==> config.mk <==
export PLATFORM = sky130hd
export DESIGN_NAME = div_sequential
export DESIGN_NICKNAME = d
export VERILOG_FILES = /design/src/rtl/div_sequential.sv
export SDC_FILE = /design/constraint.sdc
export NUM_CORES = 1
export LEC_CHECK = 0
export ABC_CLOCK_PERIOD_IN_PS = 3500
export BUFFER_PORTS_ARGS = -buffer_cell sky130_fd_sc_hd__buf_2
export CORE_ASPECT_RATIO = 1.2
export CORE_MARGIN = 2
export CORE_UTILIZATION = 45
export DETAILED_ROUTE_END_ITERATION = 12
export MAX_ROUTING_LAYER = met4
export PLACE_DENSITY = 0.77
export SLEW_MARGIN = 20
export SYNTH_ARGS = -nofsm -noshare
export SYNTH_HDL_FRONTEND = slang
export SYNTH_SLANG_ARGS = --single-unit
==> constraint.sdc <==
create_clock -name clock -period 3.5 [get_ports clock]
set_input_delay 0.175 -clock clock [delete_from_list [all_inputs] [get_ports clock]]
set_output_delay 0.175 -clock clock [all_outputs]
set_load 0.03 [all_outputs]
==> src/rtl/div_sequential.sv <==
// div_sequential: multi-cycle signed divider for the execute stage.
// Restoring shift-subtract on operand magnitudes, then a sign-fix step.
// Truncating semantics: quotient rounds toward zero, remainder takes the
// sign of the dividend. Divide-by-zero and INT_MIN/-1 skip the iterations
// and report an exception one cycle after start.
module div_sequential #(
    parameter int WIDTH = 32
) (
    input  logic             clock,
    input  logic             reset,
    input  logic             ctrl_DIV,
    input  logic [WIDTH-1:0] data_operandA,
    input  logic [WIDTH-1:0] data_operandB,
    output logic [WIDTH-1:0] data_result,
    output logic [WIDTH-1:0] data_remainder,
    output logic             data_exception,
    output logic             data_resultRDY,
    output logic             busy
);

    localparam int CNT_W = $clog2(WIDTH + 1);

    typedef enum logic [1:0] {
        IDLE = 2'd0,
        RUN  = 2'd1,
        FIX  = 2'd2
    } state_t;

    state_t state_reg, state_next;

    // Working registers of the iteration
    logic [WIDTH-1:0] quo_reg;      // holds |A| at start, quotient bits shift in at the LSB
    logic [WIDTH-1:0] rem_reg;      // partial remainder, always < |B|
    logic [WIDTH-1:0] b_mag_reg;    // |B|
    logic [CNT_W-1:0] count_reg;
    logic             sign_a_reg;   // remainder sign
    logic             quo_neg_reg;  // quotient sign
    logic             exc_reg;      // exception path selected at start

    // Operand decode at the start edge
    logic [WIDTH:0]   a_ext;
    logic [WIDTH:0]   b_ext;
    logic [WIDTH-1:0] a_mag;
    logic [WIDTH-1:0] b_mag;
    logic             div_zero;
    logic             div_ovf;
    logic             exc_start;

    // Magnitudes are formed from sign-extended WIDTH+1 bit values so that
    // |INT_MIN| = 2^(WIDTH-1) is exact; it still fits an unsigned WIDTH-bit word.
    assign a_ext     = {data_operandA[WIDTH-1], data_operandA};
    assign b_ext     = {data_operandB[WIDTH-1], data_operandB};
    assign a_mag     = WIDTH'(a_ext[WIDTH] ? ((WIDTH+1)'(0) - a_ext) : a_ext);
    assign b_mag     = WIDTH'(b_ext[WIDTH] ? ((WIDTH+1)'(0) - b_ext) : b_ext);
    assign div_zero  = (data_operandB == '0);
    assign div_ovf   = (data_operandA == {1'b1, {(WIDTH-1){1'b0}}}) && (data_operandB == '1);
    assign exc_start = div_zero | div_ovf;

    // One restoring step: shift in the next dividend bit, subtract if it fits
    logic [WIDTH:0]   rem_shift;
    logic             rem_ge;
    logic [WIDTH-1:0] rem_iter;
    logic [WIDTH-1:0] quo_iter;
    logic             last_iter;

    assign rem_shift = {rem_reg, quo_reg[WIDTH-1]};
    assign rem_ge    = (rem_shift >= {1'b0, b_mag_reg});
    assign rem_iter  = rem_ge ? WIDTH'(rem_shift - {1'b0, b_mag_reg}) : rem_shift[WIDTH-1:0];
    assign quo_iter  = {quo_reg[WIDTH-2:0], rem_ge};
    assign last_iter = (count_reg == CNT_W'(WIDTH - 1));

    // Sign fix applied on the FIX edge
    logic [WIDTH-1:0] quo_fix;
    logic [WIDTH-1:0] rem_fix;

    assign quo_fix = quo_neg_reg ? (WIDTH'(0) - quo_reg) : quo_reg;
    assign rem_fix = sign_a_reg  ? (WIDTH'(0) - rem_reg) : rem_reg;

    assign busy = (state_reg != IDLE);

    // State register
    always_ff @(posedge clock or negedge reset) begin
        if (!reset) begin
            state_reg <= IDLE;
        end else begin
            state_reg <= state_next;
        end
    end

    // Next-state logic: start is only honoured in IDLE
    always_comb begin
        state_next = state_reg;
        case (state_reg)
            IDLE:    if (ctrl_DIV) state_next = exc_start ? FIX : RUN;
            RUN:     if (last_iter) state_next = FIX;
            FIX:     state_next = IDLE;
            default: state_next = IDLE;
        endcase
    end

    // Datapath: latch operands, iterate, then publish the signed result
    always_ff @(posedge clock or negedge reset) begin
        if (!reset) begin
            quo_reg        <= '0;
            rem_reg        <= '0;
            b_mag_reg      <= '0;
            count_reg      <= '0;
            sign_a_reg     <= 1'b0;
            quo_neg_reg    <= 1'b0;
            exc_reg        <= 1'b0;
            data_result    <= '0;
            data_remainder <= '0;
            data_exception <= 1'b0;
            data_resultRDY <= 1'b0;
        end else begin
            data_resultRDY <= 1'b0;
            case (state_reg)
                IDLE: begin
                    if (ctrl_DIV) begin
                        quo_reg     <= a_mag;
                        rem_reg     <= '0;
                        b_mag_reg   <= b_mag;
                        count_reg   <= '0;
                        sign_a_reg  <= data_operandA[WIDTH-1];
                        quo_neg_reg <= data_operandA[WIDTH-1] ^ data_operandB[WIDTH-1];
                        exc_reg     <= exc_start;
                    end
                end
                RUN: begin
                    rem_reg   <= rem_iter;
                    quo_reg   <= quo_iter;
                    count_reg <= count_reg + CNT_W'(1);
                end
                FIX: begin
                    data_resultRDY <= 1'b1;
                    if (exc_reg) begin
                        data_result    <= '0;
                        data_remainder <= '0;
                        data_exception <= 1'b1;
                    end else begin
                        data_result    <= quo_fix;
                        data_remainder <= rem_fix;
                        data_exception <= 1'b0;
                    end
                end
                default: ;
            endcase
        end
    end

endmodule

==> results of run 1 <==
-- power by group --
part | internal, uW | switching, uW
clock | 1010 | 858
sequential | 2910 | 932
combinational | 3200 | 4980
-- worst paths after layout --
path	end	slack, ps	cells past startpoint
worst max-delay path	data_remainder[29]	1	9
worst min-delay path	b_mag_reg[27]	70	3
max in group asynchronous	data_remainder[19]	2350	3
worst max register to register	data_remainder[29]	1	9
worst min register to register	data_result[27]	480	2
min in group asynchronous	data_result[23]	280	2
-- kinds of logic (layout without fill, tap and decap cells) --
family	count (synthesis)	in the layout
and+or+nand+nor	403	403
DFF	173	173
muxes	17	17
xor gates and xnor gates	148	148
buffers and inverters	115	250
AOI/OAI and AO/OA	416	416
adders and majority gates	39	39
-- metal layers --
layer | global-route usage (%) | up-vias | wire length [um]
li1 | - | 4942 | -
met1 | 30.6 | 4824 | 13100
met2 | 39.1 | 337 | 14400
met3 | 2.97 | 39 | 1680
met4 | 6.93 | 0 | 552
met5 | - | - | 0
-- metrics by stage --
stage,setup TNS [ps],hold WS [ps]
CTS,0,68.5
global placement,0,202
floorplan,0,-121
global route,-164,107
finish,0,71.0
detailed placement,0,194
-- layout by cell type (no fill, tap or decap), types with 6 or more instances in the layout --
master,count
dfrtp_1,173
a21o_1,17
o22ai_1,9
a31oi_1,7
nor4_1,8
xor2_1,88
a21oi_1,41
nor2_1,46
nand2b_1,8
a211oi_1,6
nor3_1,9
o31ai_1,44
ha_1,38
xnor2_1,60
nand3_1,9
or4_1,18
buf_4,33
o41ai_1,19
inv_1,49
and3_1,12
nor2b_1,6
clkbuf_16,17
o21ai_0,207
mux2i_1,17
or3_1,12
a22oi_1,26
nand2_1,229
nand4_1,17
buf_2,132
-- repair_timing --
item / 4_1_cts / 5_1_grt
hold buffers: 1 / 0
gates resized for setup: 1 / 2
endpoints found under the setup margin: 1 / 3
pin swaps: 0 / 0
endpoints found under the hold margin: 61 / 0
-- synthesized netlist by cell type (all sizes together) (2+ instances only) --
cell      n  area share (%)
nand2b    9            0.50
o21ai   208             9.3
and2      4            0.22
o21bai    4            0.27
xor2     88             6.9
ha       38             4.3
o41ai    20             1.6
nand3b    4            0.27
o22ai     9            0.50
nor2     46             1.5
xnor2    60             4.7
a211oi    6            0.40
nand4    17            0.95
or2       5            0.28
and3     12            0.67
dfrtp   173              39
a22oi    26             1.7
nor4      8            0.45
a21boi    3            0.20
a311oi    2            0.16
a21o     17             1.1
nor2b     6            0.34
nor3      9            0.40
o21a      3            0.20
o31ai    45             3.1
and4      2            0.16
mux2i    17             1.5
nand3     9            0.40
clkbuf   59             2.0
o311ai    2            0.16
or3      16             1.0
inv      49             1.6
buf       7            0.25
a31oi     7            0.39
a22o      3            0.24
a21oi    41             1.8
or4      21             1.5
a31o      3            0.24
o22a      3            0.24
o211ai    5            0.34
nand4b    3            0.24
a222oi    2            0.18
nand2   230             7.7
o31a      2            0.16
-- critical path, cell delays in order, from the launching register on --
cell,delay (ps)
dfrtp_1,380
or4_4,540
or3_4,340
or3_4,370
or4_4,430
or3_4,350
or4_4,460
o41ai_4,230
xor2_1,170
o31ai_1,70
-- final cells by class --
| type | instances | area, um2 |
|---|---|---|
| clock buffers | 19 | 443 |
| clock inverters | 13 | 128 |
| fillers | 2267 | 11600 |
| inverters | 49 | 184 |
| multi-input cells | 1023 | 6430 |
| flip-flops and latches | 173 | 4330 |
| well taps | 325 | 407 |
| repair buffers | 169 | 977 |
==> flow_summary_export.csv, run 1 <==
group,metric,value,unit
synth,synthFlopType,"dfrtp_1",
worst_hold_path,hold_path.startpoint,"data_operandB[27]",
routing,drtIter0Drc,787,
routing,num_vias,10100,
grt,globalRouteOverflowTotal,0,
synth,ys_types,58,
clock_network,cts_buffer_depth,2,
grt,grt_max_degree,81,
power,peakVddDrop,492,uV
synth,netlist_area,0.0112,mm2
routing,drc,0,
placement,routabilityCongestion,0.907,
routing,drt-wirelength-per-cell,16.8,um
worst_setup_path,startpoint,"rem_reg[9]",
routing,via_per_inst,5.73,
timing,skew,9.32,ps
worst_setup_path,required,3790,ps
timing,finalCriticalPeriod,3500,ps
final_layout,final_util,52.6,%
synth,syn-num-nets,1417,
worst_setup_path,cp_max_fo,3,
final_layout,final_cells,1771,
synth,ys_warn_count,0,
synth,yosys.area_share.simple,16.9,%
synth,avgSynthCellArea,8.51,um2
clock_network,insertion_delay,440,ps
synth,ys_seq_elements,173,
final_layout,area_delta_synth_final,15.6,%
floorplan,die_w,148,um
worst_setup_path,critPathArrivalTime,3790,ps
synth,synth_fa_ha_area_share,4.44,%
placement,place_area,0.0123,mm2
timing,worst_slew_pin_slew,1060,ps
power,power_density,1080,mW/mm2
placement,port_buffers,133,
timing,period_share,100,%
floorplan,pin_count,134,
timing,max_freq,0.286,GHz
power,fin_total_pwr,13900,uW
synth,synthCells,1311,
final_layout,design_area,0.0129,mm2
clock_network,path_clk_slew,60,ps
grt,grt_pass1_wl,48400,um
floorplan,num_rows,63,
synth,synth_edf_count,0,
routing,drt_wl_total,29700,um
floorplan,coreArea,0.0245,mm2
routing,firstDrtPassIters,7,
synth,synth_compound_gate_area_share,22.9,%
synth,synth_seq_area_share,38.8,%
power,p_leak,0.00589,uW
placement,hpwl,22000,um
final_layout,drive_gt1_share,15.2,%
clock_network,cts.sinks,173,
clock_network,cts_tree,"yes",
timing,rsz0062_at_grt,"yes",
worst_setup_path,cp-start-kind,"flop",
floorplan,die_y,177,um
clock_network,cts_buffers,17,
outcome,status,"finished, final reports clean",
final_layout,final_nets,1539,
clock_network,cts_setup_buffers,0,
clock_network,clock-root-buffer,"clkbuf_16",
worst_setup_path,end_kind,"flop",
floorplan,start_util,45.5,%
timing,finalSetupViolCount,0,
clock_network,htree_levels,4,
placement,post-place-ws,10.6,ps
timing,report.final.slew_viol_count,0,
grt,antenna_found_initial,0,
worst_hold_path,hp-class,"primary input to flop",
worst_setup_path,r2r-start,"rem_reg[9]",
placement,dpl.cell_count,1737,
synth,synth_top_family_by_area,"compound AO/OA/AOI/OAI gates",
grt,grt_usage,23.7,%
routing,antenna_left,0,
worst_setup_path,path_class,"flop to flop",
timing,slew_headroom,29.1,%
grt,grt_pass1_vias,9542,
flow_run,cap_violations,0,
synth,synth_xor_xnor_area_share,11.6,%
synth,ys_async_sr_fraction,100,%
floorplan,die_area,0.0261,mm2
synth,synthMuxAreaShare,1.52,%
final_layout,antenna_cells,0,
timing,report.final.hold_viol_count,0,
timing,setup_slack,1.23,ps
(Power assumes the default switching activity.)
==> run 2: changes to the inputs <==
--- a/config.mk
+++ b/config.mk
@@ -11,7 +11,6 @@
 export CORE_MARGIN = 2
 export CORE_UTILIZATION = 45
 export DETAILED_ROUTE_END_ITERATION = 12
-export MAX_ROUTING_LAYER = met4
 export PLACE_DENSITY = 0.77
 export SLEW_MARGIN = 20
 export SYNTH_ARGS = -nofsm -noshare
==> run 2 against run 1 <==
Effect of this change:
- the run now ends with setup timing left
- via count down 0.66%
- non-clock buffer count is 6 lower
- highest routed layer unchanged
- sequential cell count did not move
- routed wire length decreased by 1.5%
- first-iteration DRC count is 13% lower
- clock-buffer cell count increased by 4
- setup slack worse by 16 ps
==> flow_summary_export.csv, run 2 (synthesized netlist as in run 1, its figures left out) <==
group,metric,value,unit
floorplan,pin_count,134,
final_layout,design_area,0.0128,mm2
clock_network,clock-root-buffer,"clkbuf_16",
routing,top_layer,"met4",
placement,routabilityCongestion,0.905,
final_layout,final_cells,1764,
timing,report.final.slew_viol_count,0,
timing,report.final.hold_viol_count,0,
worst_setup_path,critPathArrivalTime,3800,ps
routing,firstDrtPassIters,5,
timing,skew,11.2,ps
routing,via_per_inst,5.71,
routing,met2_length,13900,um
power,power.share.clock,13.5,%
power,p_sw,6670,uW
clock_network,insertion_delay,440,ps
worst_setup_path,required,3790,ps
routing,num_vias,10100,
floorplan,die_y,177,um
power,power_density,1070,mW/mm2
power,netSwitchingFraction,48.4,%
routing,antenna_left,0,
worst_setup_path,reg2reg_slack,-10,ps
timing,setup_slack,-14.6,ps
routing,wl_met3,1940,um
worst_hold_path,hp-class,"primary input to flop",
floorplan,die_w,148,um
timing,period_share,100,%
timing,worst_slew_pin_slew,1050,ps
final_layout,final_common_cell,"nand2_1",
grt,grt_pass1_vias,9531,
clock_network,cts.sinks,173,
floorplan,die_area,0.0261,mm2
clock_network,cts_buffers,17,
grt,grt_max_degree,80,
final_layout,drive_gt1_share,14.7,%
placement,dpl.cell_count,1732,
grt,antenna_found_initial,0,
worst_setup_path,slowest_stage,"or4_4",
grt,grt_usage,22.7,%
routing,drc,0,
worst_setup_path,cp_max_fo,3,
power,p_int,7120,uW
worst_setup_path,end_kind,"flop",
clock_network,path_clk_slew,60,ps
floorplan,coreArea,0.0245,mm2
timing,finalCriticalPeriod,3510,ps
placement,port_buffers,133,
timing,slew_headroom,29.8,%
routing,drt-wirelength-per-cell,16.6,um
clock_network,htree_levels,4,
clock_network,cts_tree,"yes",
final_layout,final-seq-area,0.00433,mm2
worst_setup_path,path_class,"flop to flop",
worst_setup_path,cpPeakStageDelay,550,ps
outcome,failed_checks,"setup timing",
worst_setup_path,cp-start-kind,"flop",
final_layout,multiInputGateArea,0.00643,mm2
timing,rsz0062_at_grt,"yes",
floorplan,num_rows,63,
timing,tns,-14.6,ps
final_layout,final_cell_mix,"229 x nand2_1, 208 x o21ai_0, 173 x dfrtp_1, 132 x buf_2, 88 x xor2_1",
placement,place_area,0.0122,mm2
final_layout,final_nets,1533,
routing,drtIter0Drc,683,
clock_network,cts_buffer_depth,2,
timing,finalSetupViolCount,1,
power,peakVddDrop,388,uV
timing,max_freq,0.285,GHz
final_layout,area_delta_synth_final,15.0,%
power,p_leak,0.00584,uW
final_layout,fill_cells,2236,
routing,drt_wl_total,29200,um
placement,hpwl,21700,um
grt,globalRouteOverflowTotal,0,
final_layout,antenna_cells,0,
outcome,status,"finished, violations left",
clock_network,cts_setup_buffers,0,
worst_setup_path,path_cells,"or4_4, or3_4, or3_4, or4_4, or3_4, or4_4, o41ai_4, xor2_1, o31ai_1",
grt,grt_pass1_wl,47900,um
power,pwr-share-comb,58.5,%
power,seq_power_share,28.0,%
floorplan,start_util,45.5,%
routing,wl_met1,12700,um
flow_run,cap_violations,0,
[run 2: changes by cell type in the layout (fill, tap and decap cells not counted), sizes merged]
| cell | before | now |
|---|---|---|
| buf | 168 | 162 |
| clkbuf | 19 | 23 |
| clkinv | 4 | 3 |
| clkinvlp | 2 | 3 |
| inv | 55 | 50 |
[run 2: worst paths after layout]
kind	from	endpoint	cells after the start
max in group asynchronous	reset	data_remainder[21]	3
min	data_operandB[27]	b_mag_reg[27]	3
min reg2reg	data_remainder[14]	data_remainder[14]	2
min in group asynchronous	reset	data_result[23]	2
max	rem_reg[9]	data_remainder[29]	9
max reg2reg	rem_reg[9]	data_remainder[29]	9
[run 2: routing by layer]
layer | vias up | track usage [%]
met4 | 0 | 7.57
met2 | 363 | 38.4
met5 | - | 0
li1 | 4930 | -
met3 | 48 | 3.20
met1 | 4734 | 29.9
[run 2: per-stage QoR]
| step | worst slack, ps | power [uW] | utilization [%] | hold slack (ps) |
|---|---|---|---|---|
| after floorplan | 29.3 | 9600 | - | -121 |
| after global placement | 36.4 | 11600 | 49.9 | 205 |
| after detailed placement | -20.0 | 11800 | 49.9 | 202 |
| after CTS | -12.0 | 13700 | 52.3 | 58.7 |
| after global routing | -150 | 14900 | 52.3 | 80.9 |
| final | -14.6 | 13800 | 52.3 | 70.4 |
[run 2: cell type report]
type | count | share of cell area, %
Tap cell | 325 | 3.17
Multi-Input combinational cell | 1023 | 50.1
Inverter | 49 | 1.43
Timing Repair Buffer | 163 | 7.11
Sequential cell | 173 | 33.7
Clock buffer | 23 | 3.80
Clock inverter | 8 | 0.653
[run 2: repair_timing]
action / CTS / global route
hold buffers: 1 / 0
gates resized for setup: 1 / 0
pin swaps: 0 / 0
hold endpoints to repair: 62 / 0
endpoints found under the setup margin: 1 / 3
[run 2: worst max-delay path, delay by kind of cell (launching register included)]
family           cells  cell delay (ps)
AND/OR/NAND/NOR      6             2520
flip-flops           1              380
AO/OA/AOI/OAI        2              310
XOR/XNOR             1              170
[run 2: power by group through the flow]
| stage | combinational, uW | sequential, uW | clock (uW) |
|---|---|---|---|
| 3_5_place_dp | 7950 | 3870 | 0 |
| 2_1_floorplan | 5350 | 4250 | 0 |
| 4_1_cts | 8020 | 3850 | 1880 |
| 3_3_place_gp | 7820 | 3830 | 0 |
| 6_report | 8060 | 3870 | 1860 |
| 5_1_grt | 8970 | 3990 | 1960 |
==> run 3: changes to the inputs <==
--- a/config.mk
+++ b/config.mk
@@ -9,9 +9,9 @@
 export BUFFER_PORTS_ARGS = -buffer_cell sky130_fd_sc_hd__buf_2
 export CORE_ASPECT_RATIO = 1.2
 export CORE_MARGIN = 2
-export CORE_UTILIZATION = 45
+export CORE_UTILIZATION = 50
 export DETAILED_ROUTE_END_ITERATION = 12
-export PLACE_DENSITY = 0.77
+export PLACE_DENSITY = 0.83
 export SLEW_MARGIN = 20
 export SYNTH_ARGS = -nofsm -noshare
 export SYNTH_HDL_FRONTEND = slang
==> run 3 against run 2 <==
Effect of this change:
- the run ends with DRC, setup timing left
- register-to-register slack worse by 50 ps
- maximum frequency down 1.3%
- global-route usage up 2.5 points
- critical endpoint unchanged
- largest power group unchanged
==> flow_summary_export.csv, run 3 (synthesized netlist as in run 1, its figures left out) <==
group,metric,value,unit
outcome,status,"finished, violations left",
outcome,failed_checks,"DRC, setup timing",
routing,firstDrtPassIters,10,
final_layout,multiInputGateArea,0.00644,mm2
clock_network,clock-root-buffer,"clkbuf_16",
worst_setup_path,critPathArrivalTime,3890,ps
timing,worst_slew_pin_slew,1040,ps
final_layout,area_delta_synth_final,14.5,%
final_layout,final_cell_mix,"229 x nand2_1, 207 x o21ai_0, 173 x dfrtp_1, 132 x buf_2, 88 x xor2_1",
placement,place_area,0.0122,mm2
timing,report.final.hold_viol_count,0,
grt,grt_pass1_vias,9775,
timing,slew_headroom,30.8,%
timing,finalCriticalPeriod,3560,ps
worst_setup_path,required,3830,ps
clock_network,cts_buffers,17,
clock_network,path_clk_slew,60,ps
routing,antenna_left,0,
final_layout,antenna_cells,0,
flow_run,cap_violations,0,
routing,via_per_inst,5.93,
placement,hpwl,21500,um
clock_network,cts_buffer_depth,2,
timing,report.final.slew_viol_count,0,
routing,drc,1,
final_layout,final_common_cell,"nand2_1",
worst_setup_path,path_class,"flop to flop",
final_layout,final-seq-area,0.00433,mm2
routing,drt-wirelength-per-cell,16.9,um
timing,setup_slack,-59.6,ps
grt,antenna_found_initial,0,
grt,grt_pass1_wl,48000,um
floorplan,die_area,0.0235,mm2
placement,port_buffers,133,
floorplan,pin_count,134,
routing,drtIter0Drc,851,
worst_hold_path,hp-class,"primary input to flop",
timing,period_share,102,%
final_layout,fill_cells,1886,
grt,grt_max_degree,86,
power,p_leak,0.00586,uW
floorplan,start_util,51.2,%
final_layout,drive_gt1_share,15.3,%
timing,skew,16.1,ps
timing,max_freq,0.281,GHz
floorplan,die_w,140,um
timing,finalSetupViolCount,3,
power,power_density,1080,mW/mm2
clock_network,insertion_delay,440,ps
grt,grt_usage,25.2,%
placement,dpl.cell_count,1686,
grt,globalRouteOverflowTotal,0,
final_layout,final_nets,1539,
power,peakVddDrop,594,uV
worst_setup_path,cp-start-kind,"flop",
routing,drt_wl_total,29100,um
floorplan,num_rows,59,
clock_network,cts.sinks,173,
clock_network,cts_tree,"yes",
final_layout,design_area,0.0128,mm2
routing,num_vias,10200,
clock_network,htree_levels,4,
worst_setup_path,end_kind,"flop",
final_layout,final_cells,1719,
floorplan,die_y,168,um
floorplan,coreArea,0.0218,mm2
power,fin_total_pwr,13800,uW
placement,routabilityCongestion,0.930,
placement,post-place-ws,-7.52,ps
timing,rsz0062_at_grt,"yes",
worst_setup_path,cp_max_fo,3,
[run 3: critical path: stages (launching register included)]
cell and delay [ps]:
dfrtp_1 400, or4_4 540, or3_4 340, or3_4 380, or4_4 430, or3_4 350
or4_4 460, o41ai_4 240, xor2_1 110, o31ai_1 210
[run 3: worst paths after layout]
check | end | slack [ps] | start | depth (start not counted)
setup / recovery | data_remainder[29] | -60 | rem_reg[9] | 9
hold / removal | b_mag_reg[16] | 60 | data_operandB[16] | 3
setup reg to reg | data_remainder[29] | -60 | rem_reg[9] | 9
hold reg to reg | data_result[25] | 470 | data_result[25] | 2
max in group asynchronous | data_remainder[25] | 2150 | reset | 3
min in group asynchronous | data_result[24] | 370 | reset | 2
[run 3: metal layers]
layer | part of all wire [%] | routed length (um) | global-route usage [%] | vias up
li1 | - | - | - | 4930
met1 | 41 | 12000 | 32.5 | 4769
met2 | 49 | 14200 | 43.3 | 444
met3 | 7.6 | 2200 | 4.00 | 58
met4 | 2.5 | 716 | 8.08 | 0
met5 | 0 | 0 | 0 | -
[run 3: timing repair]
action,in CTS,in global routing
endpoints found under the setup margin,2,8
pin swaps,0,2
buffers inserted,0,1
hold buffers,1,0
endpoints found under the hold margin,82,0
resized for setup,1,4
[run 3: cell type report]
type                            instances  share of cell area [%]
Clock buffer                           18                    3.36
Inverter                               49                    1.44
Sequential cell                       173                    33.9
Timing Repair Buffer                  169                    7.39
Tap cell                              274                    2.68
Clock inverter                         13                   0.920
Multi-Input combinational cell       1023                    50.3
[run 3: where the power goes]
group / switching (uW) / internal [uW]
registers: 938 / 2910
logic: 4950 / 3170
clock network: 819 / 979
[run 3: through the flow]
stage                     TNS, ps  utilization [%]  hold slack (ps)
final                        -120             58.7             63.1
after global routing         -395             58.7             74.1
after CTS                   -84.4             58.6             62.4
after detailed placement    -7.52             56.0              280
after global placement          0             56.0              276
after floorplan                 0                -             -121
